File: config.mk
export PLATFORM = sky130hd
export DESIGN_NAME = craps_roll_ctrl
export DESIGN_NICKNAME = d
export VERILOG_FILES = /design/src/rtl/craps_roll_ctrl.sv
export SDC_FILE = /design/constraint.sdc
export NUM_CORES = 1
export LEC_CHECK = 0
export BUFFER_PORTS_ARGS = -buffer_cell sky130_fd_sc_hd__clkbuf_2
export CORE_ASPECT_RATIO = 1.75
export CORE_MARGIN = 8
export CORE_UTILIZATION = 30
export DETAILED_ROUTE_END_ITERATION = 10
export PLACE_DENSITY_LB_ADDON = 0.08
export SYNTH_ARGS = -nofsm -noshare
export SYNTH_HDL_FRONTEND = slang
export SYNTH_SLANG_ARGS = --single-unit
File: constraint.sdc
create_clock -name clock -period 2.2 [get_ports clock]
set_input_delay 0.33 -clock clock [delete_from_list [all_inputs] [get_ports clock]]
set_output_delay 0.33 -clock clock [all_outputs]
set_load 0.005 [all_outputs]
File: src/rtl/craps_roll_ctrl.sv
// -----------------------------------------------------------------------------
// craps_roll_ctrl
//   Roll sequencer and game-rule controller for the Craps dice datapath.
//   While the roll button is held, it steps the external 6-bit LFSR. A roll
//   always gets at least MIN_SPIN steps. After the spin it draws two dice from
//   the LFSR state by rejection sampling, then applies the come-out and point
//   rules.
//
// Ports
//   clock        in   system clock, rising edge
//   rst          in   asynchronous active-high reset
//   rb           in   roll button (level, synchronised, debounced)
//   lfsr_q[5:0]  in   current LFSR state
//   lfsr_step    out  advance LFSR this cycle (to the LFSR's rb)
//   lfsr_reload  out  reload LFSR seed this cycle (to the LFSR's rst)
//   die1[2:0]    out  first die (lfsr_q[2:0]), 1..6
//   die2[2:0]    out  second die (lfsr_q[5:3]), 1..6
//   sum[3:0]     out  die1 + die2, 2..12
//   point[3:0]   out  established point, 0 during the come-out phase
//   roll_done    out  one-cycle pulse while the dice registers hold a new roll
//   win, lose    out  game result, held until the next game starts
//   busy         out  roll in progress (SPIN, SAMPLE or EVAL)
// -----------------------------------------------------------------------------
module craps_roll_ctrl #(
   parameter int unsigned MIN_SPIN = 4
) (
   input  logic       clock,
   input  logic       rst,
   input  logic       rb,
   input  logic [5:0] lfsr_q,
   output logic       lfsr_step,
   output logic       lfsr_reload,
   output logic [2:0] die1,
   output logic [2:0] die2,
   output logic [3:0] sum,
   output logic [3:0] point,
   output logic       roll_done,
   output logic       win,
   output logic       lose,
   output logic       busy
);

   localparam logic [3:0] MIN_SPIN_C = 4'(MIN_SPIN);

   typedef enum logic [2:0] {
      S_IDLE,
      S_SPIN,
      S_SAMPLE,
      S_EVAL,
      S_OVER
   } state_t;

   state_t     state_q, state_d;
   logic [3:0] spin_cnt_q, spin_cnt_d;
   logic [2:0] die1_q, die1_d;
   logic [2:0] die2_q, die2_d;
   logic [3:0] sum_q, sum_d;
   logic [3:0] point_q, point_d;
   logic       win_q, win_d;
   logic       lose_q, lose_d;

   logic       spin_exit;
   logic [2:0] raw1, raw2;
   logic       reject;

   assign raw1   = lfsr_q[2:0];
   assign raw2   = lfsr_q[5:3];
   // 0 and 7 cannot be die faces; redraw by stepping the LFSR once more.
   assign reject = (raw1 == 3'b000) || (raw1 == 3'b111) ||
                   (raw2 == 3'b000) || (raw2 == 3'b111);

   always_ff @(posedge clock or posedge rst) begin
      if (rst) begin
         state_q    <= S_IDLE;
         spin_cnt_q <= '0;
         die1_q     <= '0;
         die2_q     <= '0;
         sum_q      <= '0;
         point_q    <= '0;
         win_q      <= 1'b0;
         lose_q     <= 1'b0;
      end else begin
         state_q    <= state_d;
         spin_cnt_q <= spin_cnt_d;
         die1_q     <= die1_d;
         die2_q     <= die2_d;
         sum_q      <= sum_d;
         point_q    <= point_d;
         win_q      <= win_d;
         lose_q     <= lose_d;
      end
   end

   always_comb begin
      state_d     = state_q;
      spin_cnt_d  = spin_cnt_q;
      die1_d      = die1_q;
      die2_d      = die2_q;
      sum_d       = sum_q;
      point_d     = point_q;
      win_d       = win_q;
      lose_d      = lose_q;
      lfsr_step   = 1'b0;
      lfsr_reload = 1'b0;
      spin_exit   = 1'b0;

      case (state_q)
         S_IDLE: begin
            if (rb) begin
               state_d    = S_SPIN;
               spin_cnt_d = '0;
            end
         end

         S_SPIN: begin
            // The counter saturates at MIN_SPIN. It only enforces the minimum
            // spin; a held button keeps stepping for as long as it is held.
            spin_exit = !rb && (spin_cnt_q >= MIN_SPIN_C);
            lfsr_step = !spin_exit;
            if (spin_cnt_q < MIN_SPIN_C)
               spin_cnt_d = spin_cnt_q + 4'd1;
            if (spin_exit)
               state_d = S_SAMPLE;
         end

         S_SAMPLE: begin
            if (lfsr_q == 6'd0) begin
               // An all-zero LFSR never advances, so reseed it instead.
               lfsr_reload = 1'b1;
            end else if (reject) begin
               lfsr_step = 1'b1;
            end else begin
               die1_d  = raw1;
               die2_d  = raw2;
               sum_d   = {1'b0, raw1} + {1'b0, raw2};
               state_d = S_EVAL;
            end
         end

         S_EVAL: begin
            if (point_q == 4'd0) begin
               if (sum_q == 4'd7 || sum_q == 4'd11) begin
                  win_d   = 1'b1;
                  state_d = S_OVER;
               end else if (sum_q == 4'd2 || sum_q == 4'd3 || sum_q == 4'd12) begin
                  lose_d  = 1'b1;
                  state_d = S_OVER;
               end else begin
                  point_d = sum_q;
                  state_d = S_IDLE;
               end
            end else if (sum_q == point_q) begin
               win_d   = 1'b1;
               state_d = S_OVER;
            end else if (sum_q == 4'd7) begin
               lose_d  = 1'b1;
               state_d = S_OVER;
            end else begin
               state_d = S_IDLE;
            end
         end

         S_OVER: begin
            // A new game starts here, and its first roll is a come-out roll.
            // The dice keep their last values until a new roll is accepted.
            if (rb) begin
               win_d      = 1'b0;
               lose_d     = 1'b0;
               point_d    = '0;
               spin_cnt_d = '0;
               state_d    = S_SPIN;
            end
         end

         default: state_d = S_IDLE;
      endcase
   end

   assign die1      = die1_q;
   assign die2      = die2_q;
   assign sum       = sum_q;
   assign point     = point_q;
   assign win       = win_q;
   assign lose      = lose_q;
   assign roll_done = (state_q == S_EVAL);
   assign busy      = (state_q == S_SPIN) || (state_q == S_SAMPLE) || (state_q == S_EVAL);

endmodule

==> impl_metrics.tcl <==
set metrics [dict create \
    run_status "completed" \
    diodes 0 \
    hold_viol 0 \
    n_fill_cell 430 \
    cts.reportedPaths.clkPinSlew_ns 0.08 \
    required_ns 1.87 \
    vias 936 \
    syn_area_um2 1260 \
    synth.area.top_cells "dfrtp_1 (46%), mux2_4 (9.5%), ha_1 (4.0%)" \
    reg2regPathDepth 3 \
    postCtsHoldBufs 0 \
    clock_skew_ns 0.00475 \
    wire_per_inst_um 15.5 \
    timing.final.crit_period_ns 1.72 \
    syn_to_final_growth_pct 18.5 \
    drt_iter0_drc 18 \
    clock-sinks 23 \
    grt_pass1_vias 1028 \
    placedCellCount 189 \
    synthCells 115 \
    route.detailed.drc 0 \
    ys.flop_type "dfrtp_1" \
    maxCapViolations 0 \
    setup_tns_ns 0 \
    die_w_um 65.0 \
    seq_area_um2 576 \
    dieHeight_um 102 \
    htreeDepth 1 \
    fin_nets 159 \
    ys_seq_area_share_pct 45.6 \
    clock-root-buffer "clkbuf_8" \
    cts_resized 0 \
    dpl.hpwl_um 2360 \
    rsz0062_at_grt "no" \
    multi_input_area_um2 648 \
    syn_nets 129 \
    cts_tree "yes" \
    cp.arrival_ns 1.39 \
    synth_edf_count 0 \
    grt_usage_pct 9.65 \
    peakVddDrop_mv 0.517 \
    layout-drive-gt1-share_pct 32.6 \
    end_kind "output port" \
    stdcell_count 193 \
    slowest_delay_ns 0.42 \
    clk-insertion-delay-late_ns 0.26 \
    grt_overflow 0 \
    cp_num_cells 4 \
    grt_max_degree 24 \
    ys_types 40 \
    initial_core_util_pct 31.0 \
    synth_top_cell_area_share_pct 45.6 \
    synth_seq_cells 23 \
    post-route-period-util_pct 78.3 \
    post-cts-setup-buffer-count 0 \
    synth_top_cell_by_area "dfrtp_1" \
    via_per_inst 4.85 \
    coreArea_um2 4070 \
    cellPowerDensity_nw_per_um2 1290 \
    synthArstFlopShare_pct 100 \
    pin_count 29 \
    synthMostInstantiatedCell "dfrtp_1" \
    startpoint_type "flop" \
    avgSynthCellArea_um2 11.0 \
    globalplace.congestion 0.767 \
    die-area_um2 6620 \
    setup_viol 0 \
    leakagePower_nw 0.736 \
    yosys_warnings 0 \
    port_buffers 28 \
    cts_buffer_depth 2 \
    hp-class "in2async" \
    rows 31 \
    crit_family "simple AND/OR/NAND/NOR gates" \
    antenna_found_initial 0 \
    fmax_mhz 580 \
    drt_first_pass_iters 4 \
    ant_nets 0 \
    slew_headroom_pct 65.2 \
    grt_pass1_wl_um 5040 \
    tightest_slew_ns 0.517 \
    path_class "reg2out" \
    path_max_fanout 5 \
    drv_slew 0 \
    path_buf_inv 1 \
    yosys-top-cells-count "dfrtp_1 (23), nand2_1 (11), mux2_4 (8)" \
    path_cells "nand2b_1 > nand3b_1 > a21oi_1 > clkbuf_2" \
    numCtsBuffers 3 \
    wl_um 2990 \
    cp_slowest_cell "dfrtp_1" \
]
==> power breakdown <==
part	total [mW]	internal, mW	switching, mW	leakage (nW)
Clock	0.260	0.129	0.131	0.0228
Sequential	0.828	0.606	0.222	0.281
Combinational	0.840	0.466	0.373	0.432
Total	1.93	1.20	0.726	0.736
==> state kept, by name, indices dropped and copies added (netlist names) <==
signal / flops
sum: 4
lose: 1
spin_cnt_q: 4
die1: 3
state_q: 3
die2: 3
point: 4
win: 1
==> final timing paths <==
check | start | to | slack, ns
min in group clock | rb | spin_cnt_q[2] | 0.34
setup / recovery | state_q[0] | lfsr_step | 0.48
hold / removal | rst | state_q[1] | 0.07
hold reg to reg | win | win | 0.49
max in group asynchronous | rst | point[1] | 1.89
setup reg to reg | state_q[0] | sum[1] | 0.66
==> final cells by class <==
class,instances,area share (%)
flip-flops and latches,23,38.5
well taps,49,4.10
clock buffers,4,3.01
multi-input cells,84,43.3
repair buffers,30,10.4
inverters,3,0.753
==> per-layer routing <==
| layer | track usage (%) | routed length (µm) | vias to the layer above |
|---|---|---|---|
| met4 | 4.56 | 29 | 0 |
| met5 | 0 | 0 | - |
| met1 | 10.6 | 1230 | 437 |
| met3 | 2.09 | 125 | 2 |
| li1 | - | - | 474 |
| met2 | 17.1 | 1610 | 23 |
==> metrics by stage <==
stage                     power [mW]  hold slack, ns  instance area (µm²)  worst slack (ns)  utilization [%]
final                           1.93          0.0716                 1500             0.477             36.7
after global routing            2.09          0.0998                 1500             0.378             36.7
after CTS                       1.97          0.0811                 1500             0.425             36.7
after detailed placement        1.70           0.378                 1450             0.500             35.6
after global placement          1.68           0.371                 1450             0.522             35.6
after floorplan                 1.37           0.332                 1260             0.689                -
==> kinds of logic (layout without fill, tap and decap cells) <==
group	after synthesis	after routing	synth area share, %
compound gates	22	22	11.5
xor+xnor	6	6	4.16
fa+ha+maj	5	5	5.55
buf+inv	8	37	3.07
flops	23	23	45.6
mux	12	12	12.8
simple gates	39	39	17.3
==> cells in the final DEF, fill, tap and decap left out, types with 2 or more instances in the layout <==
| cell type | count |
|---|---|
| mux2_4 | 8 |
| inv_1 | 3 |
| clkbuf_2 | 28 |
| nand2_1 | 11 |
| o31ai_1 | 2 |
| xor2_1 | 5 |
| o21ai_0 | 4 |
| nor4_1 | 2 |
| dfrtp_1 | 23 |
| clkbuf_8 | 3 |
| and2_1 | 2 |
| mux2i_1 | 3 |
| a21oi_1 | 6 |
| or3_1 | 2 |
| nor2_1 | 6 |
| nand4_1 | 2 |
| nand3_1 | 3 |
| a22o_1 | 4 |
| ha_1 | 4 |
| buf_4 | 2 |
==> worst register-to-register path, cell delays in order (launching register included) <==
cell	delay [ns]
dfrtp_1	0.42
nand2b_1	0.22
or3_4	0.46
mux2_4	0.33
(Power assumes the default switching activity.)
